File: config.mk
export PLATFORM = sky130hd
export DESIGN_NAME = cnn_layer_sequencer
export DESIGN_NICKNAME = d
export VERILOG_FILES = /design/src/rtl/cnn_layer_sequencer.sv
export SDC_FILE = /design/constraint.sdc
export NUM_CORES = 1
export LEC_CHECK = 0
export ABC_AREA = 1
export BUFFER_PORTS_ARGS = -buffer_cell sky130_fd_sc_hd__buf_4
export CAP_MARGIN = 40
export CORE_MARGIN = 2
export CORE_UTILIZATION = 35
export DETAILED_ROUTE_END_ITERATION = 6
export PLACE_DENSITY = 0.67
export SLEW_MARGIN = 0
export SYNTH_ARGS = -nofsm -noshare
export SYNTH_HDL_FRONTEND = slang
export SYNTH_SLANG_ARGS = --single-unit
File: constraint.sdc
create_clock -name iCLK -period 2.2 [get_ports iCLK]
set_input_delay 0 -clock iCLK [delete_from_list [all_inputs] [get_ports iCLK]]
set_output_delay 0 -clock iCLK [all_outputs]
set_load 0.01 [all_outputs]
File: src/rtl/cnn_layer_sequencer.sv
// Layer sequencer for the STFT CNN: READ, CONV1-3, FCL1-2 with a one-cycle gap per layer.
// Optional macro SEQ_STALL_EN lets iSTALL hold the RUN phase.
module cnn_layer_sequencer #(
    parameter int READ_LEN  = 1024,
    parameter int CONV1_LEN = 1008,
    parameter int CONV2_LEN = 1008,
    parameter int CONV3_LEN = 1008,
    parameter int FCL1_LEN  = 672,
    parameter int FCL2_LEN  = 12,
    parameter int CNT_WL    = 11
) (
    input  logic              iCLK,
    input  logic              iRSTn,
    input  logic              iSTART,
    input  logic              iSTALL,
    output logic [2:0]        oSTATE,
    output logic              oEN,
    output logic              oMEM_SEL,
    output logic [CNT_WL-1:0] oCNT,
    output logic              oLAYER_DONE,
    output logic              oDONE,
    output logic              oBUSY
);

    typedef enum logic [1:0] {
        PH_IDLE,
        PH_RUN,
        PH_GAP
    } phase_t;

    localparam logic [2:0] ST_IDLE  = 3'd0;
    localparam logic [2:0] ST_READ  = 3'd1;
    localparam logic [2:0] ST_CONV1 = 3'd2;
    localparam logic [2:0] ST_CONV2 = 3'd3;
    localparam logic [2:0] ST_CONV3 = 3'd4;
    localparam logic [2:0] ST_FCL1  = 3'd5;
    localparam logic [2:0] ST_FCL2  = 3'd6;

    phase_t            r_phase;
    phase_t            w_phase_nxt;
    logic [2:0]        r_state;
    logic [2:0]        w_state_nxt;
    logic              r_en;
    logic              w_en_nxt;
    logic              r_mem_sel;
    logic              w_mem_sel_nxt;
    logic [CNT_WL-1:0] r_cnt;
    logic [CNT_WL-1:0] w_cnt_nxt;
    logic              r_layer_done;
    logic              w_layer_done_nxt;
    logic              r_done;
    logic              w_done_nxt;
    logic              r_busy;
    logic              w_busy_nxt;
    logic [CNT_WL-1:0] w_last;
    logic              w_stall;

`ifdef SEQ_STALL_EN
    assign w_stall = iSTALL;
`else
    logic w_unused_stall;
    assign w_stall        = 1'b0;
    assign w_unused_stall = iSTALL;
`endif

    always_comb begin
        w_last = '0;
        case (r_state)
            ST_READ:  w_last = CNT_WL'(READ_LEN - 1);
            ST_CONV1: w_last = CNT_WL'(CONV1_LEN - 1);
            ST_CONV2: w_last = CNT_WL'(CONV2_LEN - 1);
            ST_CONV3: w_last = CNT_WL'(CONV3_LEN - 1);
            ST_FCL1:  w_last = CNT_WL'(FCL1_LEN - 1);
            ST_FCL2:  w_last = CNT_WL'(FCL2_LEN - 1);
            default:  w_last = '0;
        endcase
    end

    always_ff @(posedge iCLK or negedge iRSTn) begin
        if (!iRSTn) begin
            r_phase      <= PH_IDLE;
            r_state      <= ST_IDLE;
            r_en         <= 1'b0;
            r_mem_sel    <= 1'b0;
            r_cnt        <= '0;
            r_layer_done <= 1'b0;
            r_done       <= 1'b0;
            r_busy       <= 1'b0;
        end else begin
            r_phase      <= w_phase_nxt;
            r_state      <= w_state_nxt;
            r_en         <= w_en_nxt;
            r_mem_sel    <= w_mem_sel_nxt;
            r_cnt        <= w_cnt_nxt;
            r_layer_done <= w_layer_done_nxt;
            r_done       <= w_done_nxt;
            r_busy       <= w_busy_nxt;
        end
    end

    always_comb begin
        w_phase_nxt      = r_phase;
        w_state_nxt      = r_state;
        w_en_nxt         = 1'b0;
        w_mem_sel_nxt    = r_mem_sel;
        w_cnt_nxt        = r_cnt;
        w_layer_done_nxt = 1'b0;
        w_done_nxt       = 1'b0;
        w_busy_nxt       = r_busy;
        unique case (r_phase)
            PH_IDLE: begin
                if (iSTART) begin
                    w_phase_nxt   = PH_RUN;
                    w_state_nxt   = ST_READ;
                    w_en_nxt      = 1'b1;
                    w_cnt_nxt     = '0;
                    w_mem_sel_nxt = 1'b0;
                    w_busy_nxt    = 1'b1;
                end
            end
            PH_RUN: begin
                if (r_en && (r_cnt == w_last)) begin
                    w_phase_nxt      = PH_GAP;
                    w_cnt_nxt        = '0;
                    w_layer_done_nxt = 1'b1;
                    w_done_nxt       = (r_state == ST_FCL2);
                end else begin
                    // a stalled cycle consumes nothing, so the count only moves after an enabled one
                    if (r_en) begin
                        w_cnt_nxt = r_cnt + CNT_WL'(1);
                    end
                    w_en_nxt = !w_stall;
                end
            end
            PH_GAP: begin
                w_cnt_nxt = '0;
                if (r_state == ST_FCL2) begin
                    w_phase_nxt   = PH_IDLE;
                    w_state_nxt   = ST_IDLE;
                    w_mem_sel_nxt = 1'b0;
                    w_busy_nxt    = 1'b0;
                end else begin
                    w_phase_nxt = PH_RUN;
                    w_state_nxt = r_state + 3'd1;
                    w_en_nxt    = 1'b1;
                    // READ fills MEM0 and CONV1 reads it back, so no swap there
                    if (r_state != ST_READ) begin
                        w_mem_sel_nxt = ~r_mem_sel;
                    end
                end
            end
            default: begin
                w_phase_nxt   = PH_IDLE;
                w_state_nxt   = ST_IDLE;
                w_cnt_nxt     = '0;
                w_mem_sel_nxt = 1'b0;
                w_busy_nxt    = 1'b0;
            end
        endcase
    end

    assign oSTATE      = r_state;
    assign oEN         = r_en;
    assign oMEM_SEL    = r_mem_sel;
    assign oCNT        = r_cnt;
    assign oLAYER_DONE = r_layer_done;
    assign oDONE       = r_done;
    assign oBUSY       = r_busy;

endmodule
==> results of run 1 <==
[state kept, by name, summed over array words and instances (netlist names)]
name         flops
oCNT            11
oSTATE           3
r_phase          2
oBUSY            1
oDONE            1
oEN              1
oLAYER_DONE      1
oMEM_SEL         1
[timing repair]
item | CTS | global route
endpoints found under the hold margin | 23 | 0
hold buffers | 2 | 0
setup endpoints to repair | 0 | 0
[critical path: cells and delay by family, from the launching register on]
family | cells | cell delay [ns]
DFF | 1 | 0.48
and+or+nand+nor | 7 | 0.63
adders and majority gates | 1 | 0.21
buffers and inverters | 2 | 0.09
AOI/OAI and AO/OA | 2 | 0.40
[layout make-up]
type / count / area (um2) / share of cell area
tap: 46 / 57.56 / 0.03972
clock buffer: 4 / 26.28 / 0.01813
inverter: 25 / 93.84 / 0.06477
sequential: 21 / 525.5 / 0.3627
timing repair buffer: 23 / 177.7 / 0.1226
multi-input combinational: 114 / 568.0 / 0.3921
[where the power goes]
part           switching [mW]  internal, mW  total, mW
Sequential                  0         0.386      0.386
Combinational         0.00854       0.00477     0.0133
Clock                   0.120        0.0707      0.190
Total                   0.128         0.461      0.590
[Yosys cell counts, drive strengths merged]
cell    count
a21oi      11
buf         1
clkbuf      1
dfrtp      21
ha          2
inv        25
nand2      45
nand3      14
nand4       1
nor2       19
nor3        2
o21a        1
o21ai       8
o22ai       2
or2         1
xor2        8
[through the flow]
step / std cells / setup slack [ns] / utilization / instance area (um2) / hold WS [ns]
final: 233 / 0.3142 / 0.4376 / 1449 / 0.09360
after global routing: 233 / 0.03905 / 0.4376 / 1449 / 0.1140
after CTS: 233 / 0.2596 / 0.4376 / 1449 / 0.1010
after detailed placement: 227 / 0.3054 / 0.4237 / 1403 / -0.09906
after global placement: 227 / 0.3569 / 0.4237 / 1403 / -0.1014
after floorplan: 162 / 0.4989 / - / 1202 / -0.2956
[worst min path at each step]
| stage | start | to | depth (start not counted) |
|---|---|---|---|
| after global routing | iRSTn | oCNT[3] | 2 |
| after floorplan | iRSTn | oBUSY | 0 |
| after CTS | iRSTn | oCNT[3] | 2 |
| after detailed placement | iRSTn | oCNT[3] | 1 |
| final | iRSTn | oCNT[3] | 2 |
| after global placement | iRSTn | oCNT[3] | 1 |
[kinds of logic (layout without fill, tap and decap cells)]
family,after synthesis,count (layout),synth area share
flip-flops,21,21,0.4370
AO/OA/AOI/OAI,22,22,0.1082
XOR/XNOR,8,8,0.05827
adder cells (fa/ha/maj),2,2,0.02081
AND/OR/NAND/NOR,82,82,0.2851
buffers and inverters,27,52,0.09053
[routing by layer]
layer,part of all wire,GRT usage,up-vias
met5,0,0,-
met4,0.018,0.05833,0
met3,0.032,0.03423,4
met2,0.45,0.2110,13
met1,0.50,0.1806,480
li1,-,-,560
==> reports/results.tsv, run 1 <==
stage	metric	value	unit
worst_setup_path	start_kind	flip-flop	
clock_network	clk_latency	0.31	ns
routing	post-route-drc-count	0	
sta	fin_crit_sh	0.8572	
worst_setup_path	end_kind	flip-flop	
worst_setup_path	crit_type	reg2reg	
global_routing	gr-total-overflow	0	
yosys	ys_seq_area_frac	0.4370	
clock_network	cts_tree	done	
floorplanning	core.rowCount	21	
routing	final_antenna_net_count	0	
cells_and_area	nets	194	
routing	finalWirelength	2463	um
pwr	leakage	0.8222	nW
global_routing	grt_usage	0.1362	
global_routing	grt_pass1_wl	4278	um
cells_and_area	n_antenna_cell	0	
yosys	syn_inst	162	
routing	dr.pass1.iters	4	
worst_setup_path	r2r-end	oCNT[6]	
worst_setup_path	rrSetupSlack	0.31	ns
routing	vias	1057	
pwr	ir_drop	0.0002555	V
clock_network	cts_setup_buffers	0	
clock_network	clockBufferDepth	2	
yosys	synthTopCellsByArea	dfrtp_1 44%, nand2_1 13%, inv_1 7.2%	
yosys	synth_top_cell_area_share	0.4370	
min_path	hold_path.class	in2async	
floorplanning	die_y	62.61	um
yosys	yosys_warnings	0	
sta	maxSlewHeadroom	0.7500	
job	drv_cap	0	
yosys	yosysTopAreaCell	dfrtp_1	
sta	hold_viol_final	0	
yosys	synth_area	0.001202	mm2
sta	period_needed	1.886	ns
sta	setup_violations	0	
worst_setup_path	ff2ff_path_depth	12	
worst_setup_path	critPathSlowestCell	dfrtp_1	
yosys	synth.distinct_cells	22	
placement	place_congestion	0.8367	
floorplanning	core_area	0.003311	mm2
worst_setup_path	path_cells	nand2_1 -> inv_1 -> ha_1 -> a21oi_4 -> nand2_1 -> nand2_1 -> nand2_1 -> nand2_1 -> inv_1 -> nand3_2 -> nand2_2 -> o21ai_0	
clock_network	numCtsBuffers	3	
worst_setup_path	timing.rr.start	oSTATE[0]	
sta	fin_tns_setup	0	ns
clock_network	clk_pin_slew_worst_paths	0.13	ns
worst_setup_path	cpPeakStageDelay	0.48	ns
worst_setup_path	crit_required	2.43	ns
floorplanning	io_pins	23	
pwr	power	0.5896	mW
clock_network	cts_resized	0	
sta	max_freq	530.3	MHz
global_routing	grt_pass1_vias	952	
routing	wl_per_cell	10.57	um
yosys	syn_nets	168	
cells_and_area	mostFrequentLayoutCell	nand2_1	
sta	slew_viol_final	0	
placement	hpwl	1860	um
global_routing	grt_max_degree	22	
floorplanning	dieArea	0.003920	mm2
sta	grt_setup_unrepaired	no	
sta	worst_slew_pin_slew	0.3747	ns
run_status	status	finished clean	
clock_network	cts_root_buf	clkbuf_4	
sta	clock_skew	0.009993	ns
worst_setup_path	crit_end	oCNT[6]	
cells_and_area	mostFrequentLayoutCells	43 x nand2_1, 23 x inv_1, 21 x buf_4, 21 x dfrtp_1, 19 x nor2_1	
cells_and_area	layout-drive-gt1-share	0.1711	
yosys	avgSynthCellArea	7.422	um2
worst_setup_path	crit_top_cell	nand2_1	
floorplanning	start_util	0.3632	
worst_setup_path	arrival	2.11	ns
clock_network	cts_max_level	1	
placement	io_buffers	21	
cells_and_area	fill_cells	369	
yosys	synth-seq-cells	21	
routing	drt_iter0_markers	13	
pwr	powerDensity	406.9	mW/mm2
cells_and_area	syn2layout_area_growth	20.50	%
global_routing	antenna_found_initial	0	
worst_setup_path	crit_path_max_fanout	13	
routing	drt-vias-per-instance	4.536	
floorplanning	die_w	62.61	um
clock_network	cts_sinks	21	
worst_setup_path	cp-startpoint	oSTATE[0]	
(Power assumes the default switching activity.)
==> run 2: changes to the inputs <==
--- a/config.mk
+++ b/config.mk
@@ -11,7 +11,7 @@
 export CORE_MARGIN = 2
 export CORE_UTILIZATION = 35
 export DETAILED_ROUTE_END_ITERATION = 6
-export PLACE_DENSITY = 0.67
+export PLACE_DENSITY_LB_ADDON = 0.2
 export SLEW_MARGIN = 0
 export SYNTH_ARGS = -nofsm -noshare
 export SYNTH_HDL_FRONTEND = slang
==> run 2 against run 1 <==
  * Sequential share of layout area about the same
  * Critical path type unchanged
  * Hold slack better by 0.0074 ns
  * Final area about the same
  * Highest routed layer unchanged
  * Sequential power about the same
  * Die area did not move
  * Power down 0.68%
==> reports/results.tsv, run 2 (synthesized netlist as in run 1, its figures left out) <==
stage	metric	value	unit
worst_setup_path	cpPeakStageDelay	0.49	ns
worst_setup_path	start_kind	flip-flop	
sta	slew_viol_final	0	
worst_setup_path	arrival	2.08	ns
routing	post-route-drc-count	0	
cells_and_area	syn2layout_area_growth	20.60	%
floorplanning	core.rowCount	21	
cells_and_area	post-route-util	0.4380	
floorplanning	die_w	62.61	um
worst_setup_path	critPathSlowestCell	dfrtp_1	
sta	fin_crit_sh	0.8593	
sta	grt_setup_unrepaired	no	
placement	dp_slack	0.3165	ns
clock_network	clockBufferDepth	2	
floorplanning	io_pins	23	
placement	place_congestion	0.8148	
sta	fin_tns_setup	0	ns
floorplanning	die_y	62.61	um
worst_setup_path	path_cells	inv_2 -> ha_1 -> a21oi_4 -> nand3_1 -> o21ai_2 -> nand3_2 -> nand2_2 -> o21ai_0	
routing	finalWirelength	2521	um
global_routing	grt_pass1_wl	4595	um
routing	vias	1097	
placement	dp_cells	227	
floorplanning	dieArea	0.003920	mm2
cells_and_area	mostFrequentLayoutCells	43 x nand2_1, 23 x inv_1, 21 x buf_4, 21 x dfrtp_1, 19 x nor2_1	
worst_setup_path	crit_path_max_fanout	13	
sta	worst_slew_pin_slew	0.3765	ns
placement	io_buffers	21	
floorplanning	start_util	0.3632	
routing	drt-vias-per-instance	4.708	
cells_and_area	design_area	0.001450	mm2
global_routing	gr-total-overflow	0	
sta	fin_hold_ws	0.1010	ns
cells_and_area	fill_cells	358	
sta	setup_violations	0	
cells_and_area	nets	194	
pwr	ir_drop	0.0002659	V
clock_network	clk_latency	0.30	ns
floorplanning	core_area	0.003311	mm2
clock_network	cts_resized	0	
clock_network	cts_root_buf	clkbuf_4	
clock_network	numCtsBuffers	3	
routing	dr.pass1.iters	4	
clock_network	clk_pin_slew_worst_paths	0.12	ns
routing	final_antenna_net_count	0	
sta	clock_skew	0.004102	ns
cells_and_area	n_antenna_cell	0	
placement	dpl_cell_area	0.001403	mm2
sta	fin_ws	0.3095	ns
cells_and_area	largest_reg_flops	11	
clock_network	cts_tree	done	
sta	max_freq	529.0	MHz
worst_setup_path	end_kind	flip-flop	
placement	hpwl	1925	um
pwr	power	0.5855	mW
global_routing	antenna_found_initial	0	
cells_and_area	final_cell_count_no_fill	233	
sta	maxSlewHeadroom	0.7487	
worst_setup_path	crit_required	2.39	ns
clock_network	cts_sinks	21	
global_routing	grt_pass1_vias	1056	
sta	hold_viol_final	0	
sta	period_needed	1.890	ns
job	drv_cap	0	
global_routing	grt_max_degree	22	
pwr	powerDensity	403.8	mW/mm2
min_path	hold_path.class	in2async	
cells_and_area	mostFrequentLayoutCell	nand2_1	
run_status	status	finished clean	
clock_network	cts_max_level	1	
pwr	leakage	0.8249	nW
cells_and_area	layout-drive-gt1-share	0.1765	
routing	drt_iter0_markers	29	
routing	wl_per_cell	10.82	um
global_routing	grt_usage	0.1419	
worst_setup_path	crit_type	reg2reg	
run 2: final timing paths:
kind / start / endpoint / slack, ns / cells after the start
worst min-delay path: iRSTn / oCNT[0] / 0.10 / 2
worst min register to register: oBUSY / oBUSY / 0.52 / 2
min in group iCLK: oBUSY / oBUSY / 0.52 / 2
worst max-delay path: oSTATE[2] / oCNT[6] / 0.31 / 8
max in group asynchronous: iRSTn / oCNT[7] / 1.88 / 2
worst max register to register: oSTATE[2] / oCNT[6] / 0.31 / 8
run 2: final cells by class:
cell class | count | area (um2) | share of cell area
Inverter | 25 | 93.84 | 0.06471
Tap cell | 46 | 57.56 | 0.03969
Multi-Input combinational cell | 114 | 568.0 | 0.3917
Clock buffer | 3 | 22.52 | 0.01553
Timing Repair Buffer | 23 | 177.7 | 0.1225
Sequential cell | 21 | 525.5 | 0.3624
Clock inverter | 1 | 5.005 | 0.003451
run 2: routing by layer:
layer	vias up	wire length (um)	global-route usage
met5	-	0	0
met4	0	35	0.04167
met3	4	88	0.01982
met2	22	1180	0.2325
met1	508	1216	0.1954
li1	563	-	-
run 2: power by group:
group	leakage, nW	switching [mW]	internal [mW]
Clock	0.0177	0.119	0.0678
Combinational	0.565	0.00846	0.00476
Sequential	0.242	0	0.386
Total	0.825	0.127	0.458
run 2: worst max-delay path, delay by kind of cell (launching register included):
kind / cells / cell delay, ns
AOI/OAI and AO/OA: 3 / 0.44
adders and majority gates: 1 / 0.25
buffers and inverters: 1 / 0.09
DFF: 1 / 0.49
and+or+nand+nor: 3 / 0.51
run 2: what timing repair did:
action / 4_1_cts / 5_1_grt
endpoints found under the hold margin: 23 / 0
hold buffers: 2 / 0
setup buffers: 0 / 0
endpoints found under the setup margin: 0 / 0
==> run 3: changes to the inputs <==
--- a/config.mk
+++ b/config.mk
@@ -6,7 +6,7 @@
 export NUM_CORES = 1
 export LEC_CHECK = 0
 export ABC_AREA = 1
-export BUFFER_PORTS_ARGS = -buffer_cell sky130_fd_sc_hd__buf_4
+export BUFFER_PORTS_ARGS = -buffer_cell sky130_fd_sc_hd__buf_2
 export CAP_MARGIN = 40
 export CORE_MARGIN = 2
 export CORE_UTILIZATION = 35
==> run 3 against run 2 <==
  * Final area shrank 3.5%
  * Final cell count is the same
  * Sequential share of layout area grew 1.3 points
  * Utilization shrank 1.5 points
  * Clock power grew 5%
  * Power grew 1.5%
  * Critical path depth is the same
  * Worst setup slack lost 0.012 ns
  * Non-clock buffer count is the same
  * Routed wire length grew 3.9%
  * Clock skew shrank 0.0022 ns
  * Critical endpoint is now oEN
  * Largest power group unchanged
  * Highest routed layer unchanged
==> reports/results.tsv, run 3 (synthesized netlist as in run 1, its figures left out) <==
stage	metric	value	unit
cells_and_area	syn2layout_area_growth	16.44	%
worst_setup_path	crit_type	reg2reg	
global_routing	grtUsageMet3	0.01622	
sta	fin_hold_ws	0.1667	ns
global_routing	antenna_found_initial	0	
cells_and_area	regArea	525.5	um2
sta	fin_tns_setup	0	ns
routing	finalWirelength	2619	um
sta	fin_crit_sh	0.8648	
pwr	power_frac_seq	0.649	
worst_setup_path	critPathSlowestCell	dfrtp_1	
clock_network	cts_setup_buffers	0	
routing	drt_iter0_markers	36	
sta	hold_viol_final	0	
cells_and_area	layout-drive-gt1-share	0.1765	
pwr	power.share.combinational	0.020	
sta	worst_slew_pin_slew	0.4808	ns
clock_network	cts_tree	done	
worst_setup_path	crit_top_cell	nand3_1	
pwr	ir_drop	0.0002363	V
cells_and_area	n_antenna_cell	0	
worst_setup_path	arrival	2.09	ns
cells_and_area	largest_reg_flops	11	
routing	vias	1080	
cells_and_area	fill_cells	366	
placement	dp_cells	227	
floorplanning	die_w	62.61	um
clock_network	clk_latency	0.31	ns
worst_setup_path	path_cells	inv_2 -> ha_1 -> a21oi_4 -> nand3_1 -> o21ai_2 -> nand3_2 -> nand2_2 -> nand3_1	
min_path	hold_path.class	in2async	
floorplanning	io_pins	23	
global_routing	grt_util_met2	0.2392	
pwr	internal-power	0.4589	mW
sta	slew_viol_final	0	
routing	drt-vias-per-instance	4.635	
cells_and_area	final_cell_count_no_fill	233	
clock_network	clk_pin_slew_worst_paths	0.12	ns
clock_network	cts_sinks	21	
placement	dp_slack	0.3011	ns
sta	clock_skew	0.001877	ns
routing	final_antenna_net_count	0	
routing	post-route-drc-count	0	
clock_network	cts_max_level	1	
cells_and_area	nets	194	
cells_and_area	mostFrequentLayoutCells	43 x nand2_1, 23 x inv_1, 21 x buf_2, 21 x dfrtp_1, 19 x nor2_1	
pwr	clock_power_share	0.330	
floorplanning	dieArea	0.003920	mm2
global_routing	grt_pass1_vias	1041	
global_routing	grt_pass1_wl	4519	um
sta	period_needed	1.903	ns
worst_setup_path	crit_path_max_fanout	13	
sta	fin_ws	0.2974	ns
cells_and_area	multi_input_area	568.0	um2
worst_setup_path	end_kind	flip-flop	
global_routing	gr-total-overflow	0	
clock_network	cts_root_buf	clkbuf_4	
global_routing	grt_max_degree	22	
worst_setup_path	start_kind	flip-flop	
pwr	power_switching	0.1355	mW
job	drv_cap	0	
clock_network	clockBufferDepth	2	
pwr	leakage	0.8039	nW
run_status	status	finished clean	
sta	max_freq	525.6	MHz
floorplanning	die_y	62.61	um
sta	grt_setup_unrepaired	no	
worst_setup_path	ff2ff_path_depth	8	
placement	io_buffers	21	
routing	wl_per_cell	11.24	um
global_routing	top_usage_layer	met2	
global_routing	grt_usage	0.1420	
placement	place_congestion	0.8000	
floorplanning	core.rowCount	21	
cells_and_area	mostFrequentLayoutCell	nand2_1	
placement	hpwl	1924	um
global_routing	grtUsageMet1	0.1888	
pwr	powerDensity	424.5	mW/mm2
sta	setup_violations	0	
clock_network	numCtsBuffers	3	
routing	dr.pass1.iters	4	
pwr	p_sw_frac	0.2279	
worst_setup_path	crit_required	2.39	ns
sta	maxSlewHeadroom	0.6795	
floorplanning	core_area	0.003311	mm2
floorplanning	start_util	0.3632	
worst_setup_path	cpPeakStageDelay	0.50	ns
## run 3: cell count changes in the layout (fill, tap and decap cells not counted), sizes merged
cell | before | now
clkinv | 1 | 0
clkinvlp | 0 | 1
## run 3: repair_timing
item / CTS / global route
hold buffers: 2 / 0
gates resized for setup: 0 / 0
hold endpoints to repair: 23 / 0
## run 3: layout make-up
cell class | instances | share of cell area
multi-input cells | 114 | 0.4057
flip-flops and latches | 21 | 0.3753
repair buffers | 23 | 0.08937
inverters | 25 | 0.06702
well taps | 46 | 0.04111
clock buffers | 3 | 0.01609
clock inverters | 1 | 0.005362
## run 3: layer usage
| layer | up-vias | share of wire |
|---|---|---|
| li1 | 560 | - |
| met1 | 501 | 0.49 |
| met2 | 15 | 0.46 |
| met3 | 4 | 0.030 |
| met4 | 0 | 0.013 |
| met5 | - | 0 |
## run 3: critical path, delay by kind of cell, from the launching register on
kind	cells	cell delay [ns]
AO/OA/AOI/OAI	2	0.33
buffers and inverters	1	0.09
adder cells (fa/ha/maj)	1	0.25
AND/OR/NAND/NOR	4	0.62
flip-flops	1	0.50
## run 3: through the flow
| stage | instance area, um2 | total power, mW | util |
|---|---|---|---|
| global route | 1400 | 0.6207 | 0.4229 |
| detailed placement | 1350 | 0.4036 | 0.4078 |
| global placement | 1350 | 0.4032 | 0.4078 |
| floorplan | 1202 | 0.3937 | - |
| CTS | 1400 | 0.6006 | 0.4229 |
| finish | 1400 | 0.5944 | 0.4229 |
## run 3: power groups by stage
stage	combinational, mW	sequential (mW)	clock, mW
3_3_place_gp	0.00988	0.393	0
6_report	0.0122	0.386	0.196
2_1_floorplan	0.000327	0.393	0
5_1_grt	0.0148	0.386	0.220
4_1_cts	0.0130	0.386	0.202
3_5_place_dp	0.0103	0.393	0
## run 3: worst paths after layout
check                          start     endpoint  slack (ns)
max                        oSTATE[2]          oEN        0.30
min                            iRSTn  oLAYER_DONE        0.17
max reg2reg                oSTATE[2]          oEN        0.30
min reg2reg                    oBUSY        oBUSY        0.52
max in group asynchronous      iRSTn      oCNT[7]        1.71
min in group iCLK             iSTART   r_phase[0]        0.52
